File: src/rtl/core_pkg.sv
// Shared core types: LSU state encoding, RV32I load/store funct3 codes, legality check.
// Pure declarations; no timing or flow control of its own.
package core_pkg;

    localparam int DATA_WIDTH = 32;

    typedef enum logic [1:0] {
        IDLE = 2'd0,
        REQ  = 2'd1,
        WAIT = 2'd2,
        DONE = 2'd3
    } lsu_state_e;

    localparam logic [2:0] F3_B  = 3'b000;
    localparam logic [2:0] F3_H  = 3'b001;
    localparam logic [2:0] F3_W  = 3'b010;
    localparam logic [2:0] F3_BU = 3'b100;
    localparam logic [2:0] F3_HU = 3'b101;

    // Legal encoding for the direction, and natural alignment for the access size.
    function automatic logic access_legal(input logic       is_load,
                                          input logic [2:0] funct3,
                                          input logic [1:0] addr_lo);
        logic code_ok;
        logic align_ok;
        if (is_load)
            code_ok = funct3 inside {F3_B, F3_H, F3_W, F3_BU, F3_HU};
        else
            code_ok = funct3 inside {F3_B, F3_H, F3_W};
        case (funct3[1:0])
            2'b00:   align_ok = 1'b1;
            2'b01:   align_ok = ~addr_lo[0];
            2'b10:   align_ok = (addr_lo == 2'b00);
            default: align_ok = 1'b0;
        endcase
        return code_ok & align_ok;
    endfunction

endpackage

File: src/rtl/lsu_load_align.sv
// Load lane select plus sign/zero extension of the returned bus word.
// Purely combinational, zero latency, no flow control.
module lsu_load_align #(
    parameter int DATA_WIDTH = core_pkg::DATA_WIDTH
) (
    input  logic [DATA_WIDTH-1:0] word,
    input  logic [1:0]            addr_lo,
    input  logic [2:0]            funct3,
    output logic [DATA_WIDTH-1:0] data
);
    import core_pkg::*;

    logic [7:0]  byte_lane;
    logic [15:0] half_lane;

    always_comb begin
        case (addr_lo)
            2'd0:    byte_lane = word[7:0];
            2'd1:    byte_lane = word[15:8];
            2'd2:    byte_lane = word[23:16];
            default: byte_lane = word[31:24];
        endcase
        half_lane = addr_lo[1] ? word[31:16] : word[15:0];
        case (funct3)
            F3_B:    data = {{(DATA_WIDTH-8){byte_lane[7]}}, byte_lane};
            F3_BU:   data = {{(DATA_WIDTH-8){1'b0}}, byte_lane};
            F3_H:    data = {{(DATA_WIDTH-16){half_lane[15]}}, half_lane};
            F3_HU:   data = {{(DATA_WIDTH-16){1'b0}}, half_lane};
            default: data = word;
        endcase
    end

endmodule

File: src/rtl/lsu.sv
// MEM-stage load/store unit driving a req/gnt/rvalid data port; store 2 stall cycles, load 3, +1 per gnt/rvalid wait.
// Backpressure: the pipeline is stalled from start until DONE; dmem_req_o is held stable until dmem_gnt_i.
module lsu #(
    parameter int DATA_WIDTH = core_pkg::DATA_WIDTH
) (
    input  logic                  clk,
    input  logic                  rst_n,
    input  logic                  valid_i,
    input  logic                  mem_read_i,
    input  logic                  mem_write_i,
    input  logic [2:0]            funct3_i,
    input  logic [DATA_WIDTH-1:0] addr_i,
    input  logic [DATA_WIDTH-1:0] wdata_i,
    output logic                  stall_o,
    output logic                  done_o,
    output logic [DATA_WIDTH-1:0] rdata_o,
    output logic                  fault_o,
    output logic                  dmem_req_o,
    output logic                  dmem_we_o,
    output logic [3:0]            dmem_be_o,
    output logic [DATA_WIDTH-1:0] dmem_addr_o,
    output logic [DATA_WIDTH-1:0] dmem_wdata_o,
    input  logic                  dmem_gnt_i,
    input  logic                  dmem_rvalid_i,
    input  logic [DATA_WIDTH-1:0] dmem_rdata_i
);
    import core_pkg::*;

    lsu_state_e            state;
    logic                  start;
    logic                  is_load;
    logic                  legal;
    logic                  load_q;
    logic [1:0]            addr_lo_q;
    logic [2:0]            funct3_q;
    logic [3:0]            be_next;
    logic [DATA_WIDTH-1:0] wdata_next;
    logic [DATA_WIDTH-1:0] load_ext;

    // A simultaneous read+write request is resolved as a load.
    assign start   = valid_i & (mem_read_i | mem_write_i);
    assign is_load = mem_read_i;
    assign legal   = access_legal(is_load, funct3_i, addr_i[1:0]);

    assign stall_o = ((state == IDLE) & start & legal) | (state == REQ) | (state == WAIT);
    assign fault_o = (state == IDLE) & start & ~legal;
    assign done_o  = (state == DONE);

    always_comb begin
        be_next    = 4'b1111;
        wdata_next = '0;
        if (!is_load) begin
            case (funct3_i[1:0])
                2'b00: begin
                    be_next    = 4'b0001 << addr_i[1:0];
                    wdata_next = {4{wdata_i[7:0]}};
                end
                2'b01: begin
                    be_next    = 4'b0011 << addr_i[1:0];
                    wdata_next = {2{wdata_i[15:0]}};
                end
                default: begin
                    be_next    = 4'b1111;
                    wdata_next = wdata_i;
                end
            endcase
        end
    end

    lsu_load_align #(.DATA_WIDTH(DATA_WIDTH)) u_load_align (
        .word    (dmem_rdata_i),
        .addr_lo (addr_lo_q),
        .funct3  (funct3_q),
        .data    (load_ext)
    );

    // Bus outputs are loaded on entry to REQ and cleared on grant, so they are nonzero only in REQ.
    always_ff @(posedge clk) begin
        if (!rst_n) begin
            state        <= IDLE;
            dmem_req_o   <= 1'b0;
            dmem_we_o    <= 1'b0;
            dmem_be_o    <= '0;
            dmem_addr_o  <= '0;
            dmem_wdata_o <= '0;
            rdata_o      <= '0;
            load_q       <= 1'b0;
            addr_lo_q    <= '0;
            funct3_q     <= '0;
        end else begin
            case (state)
                IDLE: begin
                    if (start && legal) begin
                        state        <= REQ;
                        dmem_req_o   <= 1'b1;
                        dmem_we_o    <= ~is_load;
                        dmem_be_o    <= be_next;
                        dmem_addr_o  <= {addr_i[DATA_WIDTH-1:2], 2'b00};
                        dmem_wdata_o <= wdata_next;
                        load_q       <= is_load;
                        addr_lo_q    <= addr_i[1:0];
                        funct3_q     <= funct3_i;
                    end
                end
                REQ: begin
                    if (dmem_gnt_i) begin
                        state        <= load_q ? WAIT : DONE;
                        dmem_req_o   <= 1'b0;
                        dmem_we_o    <= 1'b0;
                        dmem_be_o    <= '0;
                        dmem_addr_o  <= '0;
                        dmem_wdata_o <= '0;
                    end
                end
                WAIT: begin
                    if (dmem_rvalid_i) begin
                        rdata_o <= load_ext;
                        state   <= DONE;
                    end
                end
                DONE: state <= IDLE;
                default: state <= IDLE;
            endcase
        end
    end

endmodule

File: config.mk
export PLATFORM = sky130hd
export DESIGN_NAME = lsu
export DESIGN_NICKNAME = d
export VERILOG_FILES = /design/src/rtl/core_pkg.sv /design/src/rtl/lsu_load_align.sv /design/src/rtl/lsu.sv
export SDC_FILE = /design/constraint.sdc
export NUM_CORES = 1
export LEC_CHECK = 0
export ABC_AREA = 1
export BUFFER_PORTS_ARGS = -buffer_cell sky130_fd_sc_hd__buf_2
export CORE_MARGIN = 1
export CORE_UTILIZATION = 45
export DETAILED_ROUTE_END_ITERATION = 7
export PLACE_DENSITY_LB_ADDON = 0.2
export SYNTH_ARGS = -nofsm -noshare
export SYNTH_HDL_FRONTEND = slang
export SYNTH_SLANG_ARGS = --single-unit
File: constraint.sdc
create_clock -name clk -period 2.7 [get_ports clk]
set_input_delay 0.27 -clock clk [delete_from_list [all_inputs] [get_ports clk]]
set_output_delay 0.27 -clock clk [all_outputs]
set_load 0.01 [all_outputs]
==> Flow_metrics.wiki <==
{| class="wikitable"
! Metric !! Value
|-
| Combinational power share || 0.345
|-
| Tightest Pin Transition || 0.779 ns
|-
| Router iterations before antenna repair || 7
|-
| Mean area per synthesized cell || 6.98 um^2
|-
| Total power || 4.84 mW
|-
| Headroom to the max-slew limit || 0.480
|-
| Number of buffers added by the clock tree synthesis step || 9
|-
| Largest net degree at the start of global routing || 69
|-
| Design internal power || 3.01 mW
|-
| Count of endpoints failing setup in the final report || 0
|-
| First-pass GRT wire length || 24.9 mm
|-
| Outcome || finished, final reports clean
|-
| Max Fanout on Critical Path || 54
|-
| Leakage power summed over all cells || 3.19 nW
|-
| Share of layout cells above drive strength 1 || 0.306
|-
| Part of the total power dissipated in the clock network || 0.266
|-
| Number of vias in the routed layout || 5620
|-
| Total grt overflow || 0
|-
| Clock transition at the registers of the reported paths || 0.08 ns
|-
| Detailed-route wire length || 15.2 mm
|-
| Area of placed instances || 6350 um^2
|-
| Number of H-tree levels || 3
|-
| TritonCTS clock tree || done
|-
| Synth warnings || 0
|-
| Number of post-CTS setup repair buffers || 0
|-
| Worst endpoint data arrival time || 2.46 ns
|-
| Portion of synthesized cell area occupied by the leading cell type || 0.408
|-
| Detailed placement HPWL || 10.8 mm
|-
| Kind of end point of the critical path || flip-flop
|-
| Gpl congestion || 0.860
|-
| Startpoint type of the worst setup path || flip-flop
|-
| Vias in the first global route || 5091
|-
| Cell area after synthesis || 5300 um^2
|-
| Area enclosed by the die boundary || 12200 um^2
|-
| GRT Resource Usage Total || 0.247
|-
| Drc violations || 0
|-
| Maximum root-to-sink buffer count || 2
|-
| Net switching power of the design || 1.83 mW
|-
| Met1 track utilization from global routing || 0.318
|-
| Chip width || 111 um
|-
| IO Count || 211
|-
| Post-synthesis register bit count || 108
|-
| Worst supply voltage drop on vdd || 0.344 mV
|-
| Final #Nets || 1047
|-
| Most Used Layer, Global Route || met2
|-
| Met3 usage in global routing || 0.0620
|-
| Switching share of total power || 0.378
|-
| Number of instances in the synthesized netlist || 760
|-
| Number of gates resized after cts || 0
|-
| Std-Cell Rows || 39
|-
| Area contributors post-synth || dfxtp_1 (41%), nand2_1 (9.1%), o21ai_0 (7.7%)
|-
| Final min period || 2.21 ns
|-
| Initial Util || 0.462
|-
| Clock sink count || 108
|-
| Maximum capacitance violations || 0
|-
| Detailed-route vias per instance || 5.18
|-
| Post-synth top area cell || dfxtp_1
|-
| Average wire length per cell after detail routing || 14.0 um
|-
| Required time at the endpoint of the critical path || 2.94 ns
|-
| Tcrit/Tclk final || 0.819
|-
| Worst Skew || 0.00663 ns
|-
| Number of hold violations in the final report || 0
|-
| Portion of total power attributed to sequential cells || 0.390
|-
| Root buffer cell || clkbuf_16
|-
| Port Buffers || 208
|-
| Core area || 11500 um^2
|-
| Post-layout instance area || 6640 um^2
|-
| Antenna Diode Count || 0
|-
| Class of the most critical setup path || reg -> reg
|-
| Seq/Total Area, Yosys || 0.408
|-
| Synth-to-layout area growth || 25.3%
|-
| Antenna violations before repair || 0
|-
| Clock insertion delay at the later pin of the skew report || 0.35 ns
|-
| Fmax || 452 MHz
|-
| Min-delay worst type || in -> reg
|-
| Worst hold margin || 0.188 ns
|-
| Count of routing violations after the opening detailed-route iteration || 346
|-
| Post-CTS Hold Buffers || 0
|-
| DIE HEIGHT || 111 um
|-
| M2 GR Usage || 0.402
|-
| Final core utilization || 0.579
|-
| Filler Cell Count || 1161
|-
| Number of nets still failing antenna checks after routing || 0
|-
| Unrepaired setup endpoints after global routing || no
|-
| Cell Pwr Density || 729 nW/um^2
|-
| Post-synthesis cell type count || 31
|-
| Total Negative Setup Slacks || 0 ns
|-
| Max-slew violations || 0
|}
## power by group through the flow
stage,Combinational (mW),Sequential (mW),Clock (mW)
2_1_floorplan,1.14,1.99,0
3_3_place_gp,1.66,1.92,0
3_5_place_dp,1.66,1.92,0
4_1_cts,1.67,1.89,1.31
5_1_grt,1.87,1.91,1.39
6_report,1.67,1.89,1.29
## kinds of logic after synthesis
group	after synthesis	synth area share
AOI/OAI and AO/OA	187	0.195
adders and majority gates	4	0.00944
buffers and inverters	120	0.0996
DFF	108	0.408
muxes	1	0.00189
other	1	0.000707
and+or+nand+nor	339	0.286
## synthesized netlist by cell type (all sizes together)
| master | count |
|---|---|
| mux2i | 1 |
| inv | 65 |
| or2 | 1 |
| o21bai | 3 |
| conb | 1 |
| o211ai | 3 |
| clkbuf | 32 |
| a31oi | 1 |
| buf | 22 |
| nor3 | 17 |
| clkinv | 1 |
| nand2 | 152 |
| o21ai | 84 |
| nor2 | 80 |
| a211oi | 1 |
| nand3 | 71 |
| nand4 | 18 |
| dfxtp | 108 |
| a21oi | 95 |
| ha | 4 |
## routing by layer
layer | wire length, um | vias up
met4 | 330 | 0
met5 | 0 | -
li1 | - | 2850
met1 | 6620 | 2537
met3 | 1120 | 27
met2 | 7100 | 206
## per-stage QoR
step | setup WS, ns | instances
after floorplan | 1.03 | 761
after global placement | 0.505 | 1069
after detailed placement | 0.481 | 1069
after CTS | 0.476 | 1085
after global routing | 0.202 | 1085
final | 0.489 | 1085
## state kept, by name (all words and copies together) (netlist names)
name / cells
dmem_wdata_o: 32
addr_lo_q: 2
state: 2
dmem_addr_o: 30
load_q: 1
rdata_o: 32
dmem_req_o: 1
dmem_we_o: 1
dmem_be_o: 4
funct3_q: 3
## path summary, 6_finish.rpt
kind         slack (ns)             end           start  depth (start not counted)
max                0.49     rdata_o[19]        state[0]                          7
min reg2reg        0.46  dmem_addr_o[5]  dmem_addr_o[5]                          2
max reg2reg        0.49     rdata_o[19]        state[0]                          7
min                0.19  dmem_addr_o[2]       addr_i[2]                          3
## critical path, stage by stage (launching register included)
cell and delay (ns):
dfxtp_1 0.36, inv_1 0.11, ha_1 0.19, nand2_1 0.25, inv_2 0.66, o21ai_0 0.26
o21ai_0 0.21, inv_1 0.05
## final cells by class
type	instances	area, um^2	share of cell area
well taps	143	179	0.0269
multi-input cells	533	2620	0.394
inverters	66	249	0.0375
clock inverters	5	45.0	0.00678
clock buffers	11	243	0.0365
flip-flops and latches	108	2160	0.326
repair buffers	219	1150	0.173
## cells in the final DEF (no fill, tap or decap), types with 2 or more instances in the layout
master,n
buf_2,208
nand2_1,128
dfxtp_1,108
o21ai_0,82
nor2_1,79
a21oi_1,75
nand3_1,71
inv_1,59
nand2_2,21
a21oi_2,20
nor3_1,17
nand4_1,17
clkbuf_16,9
buf_4,9
inv_2,5
ha_1,4
nand2_4,3
o211ai_1,3
o21bai_1,3
conb_1,2
clkinv_4,2
buf_12,2
Note: power is estimated with default switching activity, not from simulation.
